### src/rtl/pipe_pkg.sv
// Shared definitions for the pipeline memory stage: FSM state encoding,
// default datapath widths and architectural register indices.
package pipe_pkg;

  typedef enum logic [1:0] {
    ST_IDLE  = 2'd0,
    ST_WAIT  = 2'd1,
    ST_ABORT = 2'd2
  } mem_state_t;

  localparam int DEF_DATA_W = 32;
  localparam int DEF_ADDR_W = 12;
  localparam int DEF_TGT_W  = 27;

  localparam logic [4:0] REG_R0      = 5'd0;
  localparam logic [4:0] REG_RSTATUS = 5'd30;
  localparam logic [4:0] REG_RA      = 5'd31;

endpackage

### src/rtl/dflipflop.sv
// Generic register cell with asynchronous active-low clear, used to build
// pipeline latches.
module dflipflop #(
  parameter int WIDTH = 1
) (
  input  logic             i_clock,
  input  logic             i_clr,
  input  logic [WIDTH-1:0] i_d,
  output logic [WIDTH-1:0] o_q
);

  logic [WIDTH-1:0] r_q;

  // Capture d on every rising edge; clear drops the contents immediately.
  always_ff @(posedge i_clock or negedge i_clr) begin
    if (!i_clr) r_q <= '0;
    else        r_q <= i_d;
  end

  assign o_q = r_q;

endmodule

### src/rtl/mem_ctrl_fsm.sv
// Data-memory handshake controller: tracks the single outstanding request,
// drives dmem_req and generates the memory-stage stall.
module mem_ctrl_fsm
  import pipe_pkg::*;
(
  input  logic i_clock,
  input  logic i_clr,
  input  logic i_mem_op,
  input  logic i_flush,
  input  logic i_ready,
  output logic o_req,
  output logic o_stall,
  output logic o_abort
);

  mem_state_t r_state;
  mem_state_t w_next;
  logic       w_req;
  logic       w_stall;
  logic       w_abort;

  // State register, forced back to IDLE while clear is asserted.
  always_ff @(posedge i_clock or negedge i_clr) begin
    if (!i_clr) r_state <= ST_IDLE;
    else        r_state <= w_next;
  end

  // Next-state and handshake outputs; a request in flight is never dropped,
  // a flush only turns it into an abort whose data is thrown away.
  always_comb begin
    w_next  = r_state;
    w_req   = 1'b0;
    w_stall = 1'b0;
    w_abort = 1'b0;
    case (r_state)
      ST_IDLE: begin
        w_req = i_mem_op;
        if (i_mem_op && !i_ready) begin
          w_next  = ST_WAIT;
          w_stall = 1'b1;
        end
      end
      ST_WAIT: begin
        w_req = 1'b1;
        if (i_ready) begin
          w_next = ST_IDLE;
        end else begin
          w_stall = 1'b1;
          if (i_flush) w_next = ST_ABORT;
        end
      end
      ST_ABORT: begin
        w_req   = 1'b1;
        w_abort = 1'b1;
        if (i_ready) w_next  = ST_IDLE;
        else         w_stall = 1'b1;
      end
      default: w_next = ST_IDLE;
    endcase
  end

  assign o_req   = w_req & i_clr;
  assign o_stall = w_stall;
  assign o_abort = w_abort;

endmodule

### src/rtl/mem_stage.sv
// Memory stage: issues lw/sw to data memory, stalls the front of the
// pipeline while an access is outstanding, and loads the M/W latch.
module mem_stage
  import pipe_pkg::*;
#(
  parameter int DATA_W = DEF_DATA_W,
  parameter int ADDR_W = DEF_ADDR_W,
  parameter int TGT_W  = DEF_TGT_W
) (
  input  logic              clock,
  input  logic              clr,
  input  logic              valid_xm,
  input  logic [DATA_W-1:0] exec_out_xm,
  input  logic [DATA_W-1:0] rd_out1_xm,
  input  logic [4:0]        rd_xm,
  input  logic [TGT_W-1:0]  target_xm,
  input  logic              exception_xm,
  input  logic              isLw_xm,
  input  logic              isSw_xm,
  input  logic              isSetx_xm,
  input  logic              wr_xm,
  input  logic              flush_m,
  output logic              dmem_req,
  output logic              dmem_we,
  output logic [ADDR_W-1:0] dmem_addr,
  output logic [DATA_W-1:0] dmem_wdata,
  input  logic [DATA_W-1:0] dmem_rdata,
  input  logic              dmem_ready,
  output logic              stall_m,
  output logic [4:0]        fwd_rd_m,
  output logic              fwd_en_m,
  output logic [DATA_W-1:0] fwd_data_m,
  output logic              valid_mw,
  output logic              wb_en_mw,
  output logic [4:0]        rd_mw,
  output logic [DATA_W-1:0] wb_data_mw,
  output logic              exception_mw
);

  localparam int MW_W = DATA_W + 8;

  logic              w_addr_ok;
  logic              w_is_mem;
  logic              w_illegal;
  logic              w_mem_op;
  logic              w_stall;
  logic              w_abort;
  logic              w_bubble;
  logic              w_valid_n;
  logic              w_wben_n;
  logic              w_exc_n;
  logic [DATA_W-1:0] w_setx_val;
  logic [DATA_W-1:0] w_alu_val;
  logic [DATA_W-1:0] w_wb_data;
  logic [MW_W-1:0]   w_mw_d;
  logic [MW_W-1:0]   w_mw_q;

  // Address legality: only the low ADDR_W bits may be non-zero.
  assign w_addr_ok  = ~|exec_out_xm[DATA_W-1:ADDR_W];
  assign w_is_mem   = valid_xm & (isLw_xm | isSw_xm);
  assign w_illegal  = w_is_mem & ~w_addr_ok;
  assign w_mem_op   = w_is_mem & ~exception_xm & ~flush_m & w_addr_ok;

  mem_ctrl_fsm u_ctrl (
    .i_clock (clock),
    .i_clr   (clr),
    .i_mem_op(w_mem_op),
    .i_flush (flush_m),
    .i_ready (dmem_ready),
    .o_req   (dmem_req),
    .o_stall (w_stall),
    .o_abort (w_abort)
  );

  assign stall_m    = w_stall;
  assign dmem_we    = dmem_req & isSw_xm;
  assign dmem_addr  = exec_out_xm[ADDR_W-1:0];
  assign dmem_wdata = rd_out1_xm;

  // Non-load result, shared by the bypass path and writeback selection.
  assign w_setx_val = {{(DATA_W-TGT_W){1'b0}}, target_xm};
  assign w_alu_val  = isSetx_xm ? w_setx_val : exec_out_xm;
  assign w_wb_data  = isLw_xm ? dmem_rdata : w_alu_val;

  // Loads have no value yet in M, so they are never bypassed from here.
  assign fwd_rd_m   = rd_xm;
  assign fwd_en_m   = valid_xm & wr_xm & ~isLw_xm & ~isSw_xm & (rd_xm != REG_R0);
  assign fwd_data_m = w_alu_val;

  // A stalled cycle or the completion of an aborted access inserts a bubble.
  assign w_bubble  = w_stall | w_abort;
  assign w_valid_n = ~w_bubble & valid_xm & ~flush_m;
  assign w_wben_n  = w_valid_n & wr_xm & ~isSw_xm & (rd_xm != REG_R0) & ~w_illegal;
  assign w_exc_n   = ~w_bubble & (exception_xm | w_illegal);

  assign w_mw_d = {w_valid_n, w_wben_n, w_exc_n, rd_xm, w_wb_data};

  dflipflop #(.WIDTH(MW_W)) u_mw_latch (
    .i_clock(clock),
    .i_clr  (clr),
    .i_d    (w_mw_d),
    .o_q    (w_mw_q)
  );

  assign valid_mw     = w_mw_q[MW_W-1];
  assign wb_en_mw     = w_mw_q[MW_W-2];
  assign exception_mw = w_mw_q[MW_W-3];
  assign rd_mw        = w_mw_q[DATA_W+4:DATA_W];
  assign wb_data_mw   = w_mw_q[DATA_W-1:0];

endmodule

### config.mk
export PLATFORM = sky130hd
export DESIGN_NAME = mem_stage
export DESIGN_NICKNAME = d
export VERILOG_FILES = /design/src/rtl/pipe_pkg.sv /design/src/rtl/dflipflop.sv /design/src/rtl/mem_ctrl_fsm.sv /design/src/rtl/mem_stage.sv
export SDC_FILE = /design/constraint.sdc
export NUM_CORES = 1
export LEC_CHECK = 0
export ABC_CLOCK_PERIOD_IN_PS = 2300
export CAP_MARGIN = 20
export CORE_MARGIN = 4
export CORE_UTILIZATION = 27
export DETAILED_ROUTE_END_ITERATION = 8
export MAX_ROUTING_LAYER = met4
export PLACE_DENSITY = 0.81
export SLEW_MARGIN = 15
export SYNTH_ARGS = -nofsm -noshare
export SYNTH_HDL_FRONTEND = slang
export SYNTH_HIERARCHICAL = 1
export SYNTH_SLANG_ARGS = --single-unit
### constraint.sdc
create_clock -name clock -period 2.3 [get_ports clock]
set_input_delay 0.46 -clock clock [delete_from_list [all_inputs] [get_ports clock]]
set_output_delay 0.46 -clock clock [all_outputs]
set_load 0.005 [all_outputs]
# [Word-level counts from Yosys, hierarchy flattened]
# Cells that the tools add are included.
[totals] inputBits=138 ff_bits=42 wordCells=54
[op_classes] eq_ne=5 n_bitwise=27 n_reduce_logical=8 mux=12
[ops] operator="32-bit two-way mux" n=2
[ops] operator="20-bit OR reduction" n=1
[ops] operator="1-bit AND" n=18
[ops] operator="2-bit two-way mux" n=4
[ops] operator="1-bit NOT" n=6
[ops] operator="2-bit case mux with 3 select lines" n=1
[ops] operator="5-bit nonzero test" n=1
[ops] operator="1-bit case mux with 2 select lines" n=2
[ops] operator="1-bit two-way mux" n=3
[ops] operator="3-bit inequality test, second input constant" n=1
[ops] operator="1-bit OR" n=3
[ops] operator="3-bit AND reduction" n=1
[ops] operator="2-bit by 1-bit equality test with 1-bit output, second input constant" n=1
[ops] operator="2-bit equality test, second input constant" n=1
[ops] operator="1-bit zero test" n=2
[ops] operator="2-bit zero test" n=1
[ops] operator="2-bit by 1-bit inequality test with 1-bit output, second input constant" n=1
[ops] operator="2-bit inequality test, second input constant" n=1
[ops] operator="2-bit OR reduction" n=1
[ops] operator="1-bit logical AND" n=1

# [Longest topological paths before layout]
# Gate-level depths: netlist of run 1.
[logic_depth] word_depth=16 mapped_depth=9 ltp_nobuf=9

# [By module]
# Netlist of run 1, hierarchy kept.
[by_module_without_submodules] module="mem_stage" instances=1 area_per_inst_um2=1363.8 cells_per_inst=142
[by_module_without_submodules] module="dflipflop" instances=1 area_per_inst_um2=1001.0 cells_per_inst=40
[by_module_without_submodules] module="mem_ctrl_fsm" instances=1 area_per_inst_um2=242.7 cells_per_inst=26

# [Worst setup path before layout of run 1]
# Ideal clock, no wire load.
[synth_path] kind="input to output" startpoint="input port exec_out_xm[23]" endpoint="output port dmem_we" path_buffers=0 arrival_time_ns=2.131 slack_ns=-0.291 path_stages=7 cell_sequence="nor4_1 -> and3_1 -> nand3_1 -> nor4_1 -> a21oi_1 -> nor3b_1 -> and2_1"
[synth_between] elab_chain_len=6
[synth_rtl] element="start, declared" line="mem_stage.sv:13" text="input logic [DATA_W-1:0] exec_out_xm,"
[synth_rtl] element="20-bit OR reduction" line="mem_stage.sv:59" text="assign w_addr_ok = ~|exec_out_xm[DATA_W-1:ADDR_W];"
[synth_rtl] element="1-bit zero test" line="mem_stage.sv:59"
[synth_rtl] element="1-bit AND" line="mem_stage.sv:62" text="assign w_mem_op = w_is_mem & ~exception_xm & ~flush_m & w_addr_ok;"
[synth_rtl] element="named net w_mem_op" line="mem_stage.sv:45" text="logic w_mem_op;"
[synth_rtl] element="1-bit case mux with 2 select lines" line="mem_ctrl_fsm.sv:35" text="case (r_state)"
[synth_rtl] element="1-bit AND" line="mem_ctrl_fsm.sv:62" text="assign o_req = w_req & i_clr;"
[synth_rtl] element="named net dmem_req" line="mem_stage.sv:23" text="output logic dmem_req,"
[synth_rtl] element="1-bit AND" line="mem_stage.sv:76" text="assign dmem_we = dmem_req & isSw_xm;"
[synth_rtl] element="end, declared" line="mem_stage.sv:24" text="output logic dmem_we,"
# The timed path passes the listed nets, and every way through them passes these cells.

# [Worst setup path after layout of run 1]
[layout_path] startpoint="input port exec_out_xm[30]" endpoint="output port dmem_we"
[layout_between] elab_chain_len=6
[layout_rtl] element="20-bit OR reduction" line="mem_stage.sv:59"
[layout_rtl] element="1-bit zero test" line="mem_stage.sv:59"
[layout_rtl] element="1-bit AND" line="mem_stage.sv:62"
[layout_rtl] element="named net w_mem_op" line="mem_stage.sv:45"
[layout_rtl] element="1-bit case mux with 2 select lines" line="mem_ctrl_fsm.sv:35"
[layout_rtl] element="1-bit AND" line="mem_ctrl_fsm.sv:62"
[layout_rtl] element="1-bit AND" line="mem_stage.sv:76"
# The timed path passes the listed nets, and every way through them passes these cells.

==> results of run 1 <==
power by group through the flow:
stage / logic, mW / registers, mW / clock network [mW]
final: 1.12 / 0.848 / 0.720
after global routing: 1.20 / 0.857 / 0.774
after CTS: 1.10 / 0.849 / 0.744
after detailed placement: 1.03 / 0.864 / 0
after global placement: 0.992 / 0.861 / 0
after floorplan: 0.472 / 0.870 / 0
registers in the layout, summed over array words and instances (netlist names):
| name | count |
|---|---|
| u_ctrl/r_state | 2 |
| u_mw_latch/o_q | 40 |
layer usage:
| layer | track usage | vias to the layer above |
|---|---|---|
| met5 | - | - |
| met4 | 0.0555 | 0 |
| met3 | 0.0528 | 17 |
| met2 | 0.323 | 142 |
| met1 | 0.167 | 1097 |
| li1 | - | 1033 |
how the worst min path moves through the flow:
| stage | from | to | cells after the start |
|---|---|---|---|
| floorplan | clr | u_ctrl/r_state[0]$_DFFE_PN0P_ | 0 |
| global placement | clr | u_mw_latch/o_q[14]$_DFF_PN0_ | 2 |
| detailed placement | clr | u_mw_latch/o_q[14]$_DFF_PN0_ | 2 |
| CTS | clr | u_mw_latch/o_q[37]$_DFF_PN0_ | 2 |
| global route | clr | u_mw_latch/o_q[37]$_DFF_PN0_ | 2 |
| finish | clr | u_mw_latch/o_q[37]$_DFF_PN0_ | 2 |
placed cells by master (no fill, tap or decap), types with 7 or more instances in the layout:
master,synthesis,layout
clkdlybuf4s50_1,0,169
dfrtp_1,42,42
mux2_2,35,34
mux2_4,26,27
buf_4,49,26
dlygate4sd2_1,0,9
buf_6,2,8
buf_2,4,7
worst reg2reg max path: stages, from the launching register on:
cell and delay, ns:
dfrtp_1 0.41, inv_1 0.17, ha_1 0.28, a21oi_2 0.18
buf_4 0.15, nor3_4 0.03, buf_4 0.14, nor3_1 0.30
nand2b_1 0.10, a311oi_1 0.24
timing repair:
action / CTS / global route
pin swaps: 14 / 5
setup endpoints to repair: 9 / 6
gates resized for setup: 91 / 4
buffers inserted: 17 / 1
final cells by class:
type | count | area share
timing repair buffer | 230 | 0.460
inverter | 4 | 0.00311
sequential | 42 | 0.218
clock buffer | 5 | 0.0143
tap | 129 | 0.0335
clock inverter | 3 | 0.0143
multi-input combinational | 105 | 0.257
kinds of logic after synthesis:
logic type,share of synthesized area
multiplexers,0.301
buffers and inverters,0.179
AO/OA/AOI/OAI,0.0307
flip-flops,0.403
AND/OR/NAND/NOR,0.0629
adder cells (fa/ha/maj),0.0240
per-stage QoR:
| stage | instances | setup TNS (ns) | hold WS [ns] | utilization |
|---|---|---|---|---|
| floorplan | 208 | 0 | 0.164 | - |
| global placement | 501 | -5.17 | 0.607 | 0.484 |
| detailed placement | 501 | -6.13 | 0.609 | 0.484 |
| CTS | 521 | -0.440 | 0.271 | 0.519 |
| global route | 518 | -0.831 | 0.313 | 0.517 |
| finish | 518 | -0.554 | 0.264 | 0.517 |
==> summary.txt, run 1 <==
Floorplanning
  – Starting density of the core: 0.280
  – Core ar.: roughly 0.0093 mm2
  – Die height: 106 um
  – Die W: roughly 110 um
  – Top-level I/O count: approximately 260
  – Die area: about 0.011 mm2
  – Site row count: 35

CTS
  – Skew-Pair Late Insertion Delay: roughly 0.30 ns
  – CTS Buffer Depth: 2
  – Num CTS Buffers: 5
  – CTS H-tree depth: 2
  – Worst-path clk slew: roughly 0.10 ns
  – Hold-fix buffer count after cts: 0
  – Num Clock Sinks: 42
  – Root Driver: clkbuf_8
  – CTS tree: yes

Drt
  – Met2 Routed Length: 5540 um
  – DR WL/cell: 19.0 um
  – Via density: around 4.4
  – Drt total wl: just under 10000 um
  – Met3 Wirelength: around 730 um
  – Routed Antenna Nets: 0
  – Vias: roughly 2300
  – First-pass DRT Iterations: 4
  – DRC errors left: 0
  – DR top layer: met4
  – Initial drt markers: between 50 and 60
  – Met1 WL: ~3300 um

Synthesis
  – Synth top area cells: dfrtp_1 (40%), mux2_2 (15%), mux2_4 (15%)
  – Mapped Cells: ~210
  – Yosys warns: 6
  – Most instantiated cells after synthesis: buf_4 (49), dfrtp_1 (42), mux2_2 (35)
  – Netlist cell types: 30
  – Top-count cell post-synth: buf_4
  – Most used DFF post-synth: dfrtp_1
  – Yosys reg bits: 42
  – Syn nets: between 300 and 400
  – Async SR Flop Fraction: 1.00
  – Synth Cell Area: ~0.0026 mm2
  – Post-synth top area cell: dfrtp_1
  – Synth top area share: 0.403
  – Syn_area_per_cell: ~13 um2
  – Sequential area share after synthesis: 0.403
  – Post-synth EDFFs: 0

Run
  – Max Cap Viol: 0

Setup path
  – Worst r2r src: u_ctrl/r_state[1]$_DFFE_PN0P_
  – Req. time, crit path: ~1.8 ns
  – Critical path depth: 11
  – CP endpoint kind: output pin
  – CP arrival: between 2 and 2.5 ns
  – Slowest-stage cell, CP: nor4_4
  – Slowest Stage Delay on Critical Path: approximately 0.26 ns
  – CP max FO: 2
  – Worst reg-to-reg setup slack: 0.19 ns
  – Critical path cell sequence: buf_6, nor4_4, buf_4, and3_4, nand3_4, nor4_4, a21oi_2, nor3b_2, buf_4, and2_4, buf_6
  – Worst setup endpoint: dmem_we
  – Startpoint type of the worst setup path: input pin
  – Critical R2R Capture: u_mw_latch/o_q[38]$_DFF_PN0_
  – CP top delay family: simple AND/OR/NAND/NOR gates
  – Crit path launch: exec_out_xm[30]
  – Buf+Inv Stages, Crit Path: 4
  – Critical path type: input pin to output pin
  – R2R cell count: 9

Timing
  – Worst Max-Slew Pin Slew: 0.562 ns
  – Setup violators final: 3
  – Slew margin rel.: 0.625
  – Final period util: 1.12
  – Setup Skew: 0.0113 ns
  – RSZ-0062 raised after global routing: true
  – FMAX: about 0.39 GHz
  – Final hold violation count: 0
  – Pins Over Slew Limit: 0
  – Setup ws final: -0.272 ns
  – Min Tclk post-route: approximately 2.6 ns

Power
  – Sw Share: 0.276
  – Psw: ~740 uW
  – Clock power frac: 0.268
  – Internal power: 1.95 mW
  – Power Total: around 2.7 mW
  – Worst IR Drop VDD: around 370 uV
  – Logic pwr share: 0.417
  – P_leak: around 2.0 nW
  – Pwr Density: around 560 mW/mm2
  – Reg power frac: 0.315

Finish
  – Final nets: between 500 and 600
  – Design area: about 0.0048 mm2
  – Layout cells sized above 1: 0.350
  – Ant diodes: 0
  – Filler cells: roughly 850
  – Area growth syn-to-layout: 85.0%
  – Footprint of the multi-input gates: between 0.001 and 0.0015 mm2
  – Area of all sequential standard cells: ~0.0011 mm2

GRT
  – Total gr overflow: 0
  – Initial antenna violation count: 0
  – Total global-route track usage: 0.172
  – First-pass GRT wire length: between 10000 and 15000 um
  – Number of global-route vias before repair: roughly 2700
  – Largest net degree at the start of global routing: 43

Placement
  – PortBufs: about 200
  – Area after DPL: 0.00451 mm2
  – Dpl ws: -1.14 ns
  – Final GP Congestion: about 0.83
  – Detail Placement HPWL: ~7800 um

Min path
  – Worst hold path type: input pin to asynchronous set/reset pin

Run status
  – Outcome: finished with violations
  – Failing checks: negative setup slack
No activity file was read; power rests on OpenSTA's default activity.
==> run 2: changes to the inputs <==
--- a/config.mk
+++ b/config.mk
@@ -5,11 +5,11 @@
 export SDC_FILE = /design/constraint.sdc
 export NUM_CORES = 1
 export LEC_CHECK = 0
-export ABC_CLOCK_PERIOD_IN_PS = 2300
+export ABC_CLOCK_PERIOD_IN_PS = 3300
 export CAP_MARGIN = 20
-export CORE_MARGIN = 4
-export CORE_UTILIZATION = 27
+export CORE_AREA = 4 4 101 103
 export DETAILED_ROUTE_END_ITERATION = 8
+export DIE_AREA = 0 0 105 107
 export MAX_ROUTING_LAYER = met4
 export PLACE_DENSITY = 0.81
 export SLEW_MARGIN = 15
==> constraint.sdc (replaced) <==
create_clock -name clock -period 3.3 [get_ports clock]
set_input_delay 0.66 -clock clock [delete_from_list [all_inputs] [get_ports clock]]
set_output_delay 0.66 -clock clock [all_outputs]
set_load 0.005 [all_outputs]
==> summary.txt, run 2 (synthesis results as in run 1) <==
Power
  – Psw: between 400 and 500 uW
  – Internal power: ~1.2 mW
  – Power Total: between 1.5 and 2 mW
  – Pwr Density: 355 mW/mm2
  – Worst IR Drop VDD: between 150 and 200 uV
  – Logic pwr share: 0.427
  – Sw Share: 0.283
  – Reg power frac: 0.362
  – Clock power frac: 0.211
  – P_leak: ~2.0 nW

Placement
  – Detail Placement HPWL: ~7700 um
  – Area after DPL: 0.00438 mm2
  – PortBufs: 198
  – Number of placed instances, taps included: 476
  – Final GP Congestion: ~0.87
  – Dpl ws: -0.652 ns

Min path
  – Worst hold path type: input pin to asynchronous set/reset pin

Drt
  – DRC errors left: 0
  – Routed Antenna Nets: 0
  – Initial drt markers: approximately 110
  – Drt total wl: roughly 9400 um
  – Vias: roughly 2200
  – Via density: ~4.5
  – DR WL/cell: between 15 and 20 um
  – First-pass DRT Iterations: 4

Finish
  – Final cell count without fillers: slightly below 500
  – Filler cells: 805
  – Most frequent cells in the layout: clkdlybuf4s50_1 (179), dfrtp_1 (42), mux2_2 (35)
  – Max FFs per register: 40
  – Final nets: just over 500
  – Ant diodes: 0
  – Design area: approximately 0.0046 mm2
  – Area growth syn-to-layout: 76.7%
  – Layout cells sized above 1: 0.283
  – Most common cell after layout, fill and taps aside: clkdlybuf4s50_1

Timing
  – Final hold violation count: 0
  – Worst Max-Slew Pin Slew: around 0.65 ns
  – Setup violators final: 0
  – Setup_tns: 0 ns
  – Setup ws final: around 0.12 ns
  – Setup Skew: 0.00295 ns
  – Min Tclk post-route: roughly 3.2 ns
  – FMAX: approximately 0.31 GHz
  – Final period util: 0.963
  – Pins Over Slew Limit: 0
  – Slew margin rel.: 0.569

Setup path
  – CP endpoint kind: output pin
  – CP arrival: 2.52 ns
  – CP max FO: 2
  – Cell mode on critical path: nor4_4
  – Buf+Inv Stages, Crit Path: 3
  – Slowest Stage Delay on Critical Path: ~0.46 ns
  – Slowest-stage cell, CP: clkdlybuf4s50_1
  – Req. time, crit path: between 2 and 3 ns
  – Startpoint type of the worst setup path: input pin
  – Critical path type: input pin to output pin
  – Critical path cell sequence: clkdlybuf4s50_1, nor4_4, nand3_4, nor4_4, buf_4, a21oi_2, nor3b_2, and2_1, clkbuf_2
  – CP top delay family: simple AND/OR/NAND/NOR gates

Floorplanning
  – Die height: ~110 um
  – Die W: 105 um
  – Starting density of the core: 0.284
  – Core ar.: between 0.009 and 0.01 mm2
  – Top-level I/O count: between 200 and 300
  – Die area: 0.0112 mm2
  – Site row count: 35

GRT
  – First-pass GRT wire length: between 10000 and 15000 um
  – Total global-route track usage: 0.161
  – Initial antenna violation count: 0
  – Total gr overflow: 0
  – Number of global-route vias before repair: 2390
  – Largest net degree at the start of global routing: 43

CTS
  – Num CTS Buffers: 5
  – Num Clock Sinks: 42
  – CTS Buffer Depth: 2
  – CTS H-tree depth: 2
  – Hold-fix buffer count after cts: 0
  – Skew-Pair Late Insertion Delay: approximately 0.29 ns
  – Root Driver: clkbuf_8
  – CTS tree: yes
  – Worst-path clk slew: approximately 0.080 ns

Run
  – Max Cap Viol: 0

Run status
  – Outcome: complete, no violations
[run 2: through the flow]
step	util	hold WS, ns
2_1_floorplan	-	0.364
3_3_place_gp	0.477	0.633
6_report	0.501	0.485
5_1_grt	0.501	0.538
4_1_cts	0.492	0.500
3_5_place_dp	0.477	0.630
[run 2: power groups by stage]
stage / registers, mW / logic, mW / clock network [mW]
after floorplan: 0.607 / 0.317 / 0
after global placement: 0.600 / 0.672 / 0
final: 0.591 / 0.698 / 0.346
after detailed placement: 0.603 / 0.690 / 0
after global routing: 0.598 / 0.756 / 0.381
after CTS: 0.592 / 0.697 / 0.365
[run 2: final timing paths]
check,from,endpoint,slack [ns],depth (start not counted)
max in group asynchronous,clr,u_mw_latch/o_q[0]$_DFF_PN0_,2.43,2
worst max register to register,u_ctrl/r_state[0]$_DFFE_PN0P_,u_mw_latch/o_q[38]$_DFF_PN0_,1.47,8
worst min register to register,u_ctrl/r_state[0]$_DFFE_PN0P_,u_ctrl/r_state[0]$_DFFE_PN0P_,0.64,2
worst min-delay path,clr,u_mw_latch/o_q[12]$_DFF_PN0_,0.48,2
worst max-delay path,exec_out_xm[19],dmem_we,0.12,9
min in group clock,u_ctrl/r_state[0]$_DFFE_PN0P_,u_ctrl/r_state[0]$_DFFE_PN0P_,0.64,2
[run 2: layout make-up]
class                   instances  area (um2)  share of cell area
multi-input cells             105        1190               0.257
clock inverters                 2        12.5             0.00272
well taps                     111         139              0.0301
repair buffers                216        2120               0.460
inverters                       4        15.0             0.00326
clock buffers                   6        82.6              0.0179
flip-flops and latches         42        1050               0.228
[run 2: layer usage]
metal  share of wire  vias up  global-route usage
met5               0        -                   -
met4           0.021        0              0.0562
met3           0.087       24              0.0439
li1                -     1004                   -
met2            0.53      140               0.287
met1            0.37     1041               0.172
[run 2: timing repair]
item / 4_1_cts / 5_1_grt
gates resized for setup: 14 / 21
buffers inserted: 2 / 0
endpoints found under the setup margin: 3 / 3
pin swaps: 4 / 8
==> run 3: changes to the inputs <==
==> constraint.sdc (replaced) <==
create_clock -name clock -period 3.3 [get_ports clock]
set_input_delay 0.33 -clock clock [delete_from_list [all_inputs] [get_ports clock]]
set_output_delay 0.33 -clock clock [all_outputs]
set_load 0.005 [all_outputs]
==> summary.txt, run 3 (synthesis results as in run 1) <==
Drt
  – Initial drt markers: 78
  – First-pass DRT Iterations: 4
  – Routed Antenna Nets: 0
  – Vias: about 2200
  – Drt total wl: approximately 9000 um
  – DRC errors left: 0
  – DR WL/cell: a little under 20 um
  – Via density: between 4 and 5

Min path
  – Worst hold path type: input pin to asynchronous set/reset pin

Timing
  – Pins Over Slew Limit: 0
  – Worst Max-Slew Pin Slew: 0.752 ns
  – Setup violators final: 0
  – Final period util: 0.956
  – Min Tclk post-route: between 3 and 4 ns
  – Final hold violation count: 0
  – Setup Skew: 0.00477 ns
  – Slew margin rel.: 0.498
  – Setup_tns: 0 ns
  – RSZ-0062 raised after global routing: false
  – FMAX: around 0.32 GHz

Finish
  – Most frequent cells in the layout: clkdlybuf4s50_1 (195), dfrtp_1 (42), mux2_2 (35)
  – Most common cell after layout, fill and taps aside: clkdlybuf4s50_1
  – Ant diodes: 0
  – Filler cells: 840
  – Final nets: just over 500
  – Area of all sequential standard cells: around 0.0011 mm2
  – Design area: around 0.0045 mm2
  – Layout cells sized above 1: 0.235
  – Area growth syn-to-layout: 71.0%
  – Max FFs per register: 40
  – Footprint of the multi-input gates: 0.00112 mm2

CTS
  – Post-CTS setup buffer count: 0
  – Num CTS Buffers: 5
  – Hold-fix buffer count after cts: 0
  – Num Clock Sinks: 42
  – Root Driver: clkbuf_8
  – CTS Buffer Depth: 2
  – CTS tree: yes
  – Skew-Pair Late Insertion Delay: about 0.28 ns
  – Worst-path clk slew: 0.08 ns
  – CTS H-tree depth: 2

Setup path
  – CP endpoint kind: output pin
  – Startpoint type of the worst setup path: input pin
  – CP arrival: about 2.8 ns
  – Worst reg-to-reg setup slack: between 1 and 1.5 ns
  – Req. time, crit path: approximately 3 ns
  – R2R cell count: 8
  – Worst r2r src: u_ctrl/r_state[0]$_DFFE_PN0P_
  – Cell mode on critical path: clkdlybuf4s50_1
  – Critical path cell sequence: clkdlybuf4s50_1, nor4_1, and3_4, nand3_2, nor4_2, buf_4, a21oi_1, nor3b_2, and2_1, clkdlybuf4s50_1
  – Critical R2R Capture: u_mw_latch/o_q[38]$_DFF_PN0_
  – Buf+Inv Stages, Crit Path: 3
  – CP top delay family: simple AND/OR/NAND/NOR gates
  – Critical path type: input pin to output pin
  – Slowest-stage cell, CP: clkdlybuf4s50_1
  – Slowest Stage Delay on Critical Path: 0.50 ns
  – CP max FO: 5

Power
  – Logic pwr share: 0.408
  – Worst IR Drop VDD: between 150 and 200 uV
  – Clock power frac: 0.241
  – Pwr Density: between 300 and 400 mW/mm2
  – Power Total: approximately 1.7 mW
  – Sw Share: 0.262
  – P_leak: around 1.8 nW
  – Psw: 443 uW
  – Internal power: between 1 and 1.5 mW
  – Reg power frac: 0.351

GRT
  – Total gr overflow: 0
  – Total global-route track usage: 0.159
  – First-pass GRT wire length: 13600 um
  – Number of global-route vias before repair: about 2400
  – Largest net degree at the start of global routing: 43
  – Initial antenna violation count: 0

Placement
  – Area after DPL: approximately 0.0043 mm2
  – PortBufs: 198
  – Detail Placement HPWL: about 7600 um
  – Final GP Congestion: about 0.87

Floorplanning
  – Core ar.: slightly above 0.009 mm2
  – Die height: about 110 um
  – Starting density of the core: 0.284
  – Die W: roughly 110 um
  – Site row count: 35
  – Top-level I/O count: ~260
  – Die area: 0.0112 mm2

Run status
  – Outcome: complete, no violations

Run
  – Max Cap Viol: 0
[run 3: cell types whose count changed in the layout (fill, tap and decap cells not counted), sizes merged, moves of 3 or more]
cell,change
dlymetal6s2s,-11
buf,-13
clkdlybuf4s50,+16
dlygate4sd2,-3
[run 3: metrics by stage]
| step | utilization | hold slack, ns | cells | worst slack (ns) |
|---|---|---|---|---|
| finish | 0.485 | 0.137 | 472 | 0.147 |
| global route | 0.485 | 0.191 | 472 | 0.0227 |
| CTS | 0.482 | 0.171 | 472 | 0.0189 |
| detailed placement | 0.469 | 0.490 | 465 | -0.0464 |
| global placement | 0.469 | 0.488 | 465 | -0.0380 |
| floorplan | - | 0.0344 | 208 | 0.944 |
[run 3: power by group through the flow]
stage	registers (mW)	clock network (mW)	logic, mW
final	0.592	0.407	0.689
after global routing	0.599	0.446	0.743
after detailed placement	0.604	0	0.686
after CTS	0.593	0.425	0.690
after floorplan	0.607	0	0.317
after global placement	0.600	0	0.665
[run 3: layout make-up]
cell class              count  area share
flip-flops and latches     42       0.236
repair buffers            203       0.452
inverters                   4     0.00337
clock inverters             1     0.00673
clock buffers               6      0.0185
multi-input cells         105       0.252
well taps                 111      0.0311
[run 3: what timing repair did]
item / in CTS / in global routing
endpoints found under the setup margin: 1 / 2
resized for setup: 1 / 5
endpoints found under the hold margin: 0 / 0
[run 3: worst max path at each step]
stage	to	cells past startpoint	slack (ns)	from
finish	dmem_we	10	0.15	exec_out_xm[30]
detailed placement	dmem_we	10	-0.05	exec_out_xm[26]
CTS	dmem_we	10	0.02	exec_out_xm[27]
global route	dmem_we	10	0.02	exec_out_xm[30]
floorplan	u_mw_latch/o_q[37]$_DFF_PN0_	8	0.94	exec_out_xm[23]
global placement	dmem_we	10	-0.04	exec_out_xm[27]
[run 3: metal layers]
layer  wire, um  vias to the layer above  GRT usage
met1       3290                     1024      0.166
li1           -                      979          -
met4        299                        0     0.0675
met5          0                        -          -
met3        830                       31     0.0500
met2       4810                      131      0.279
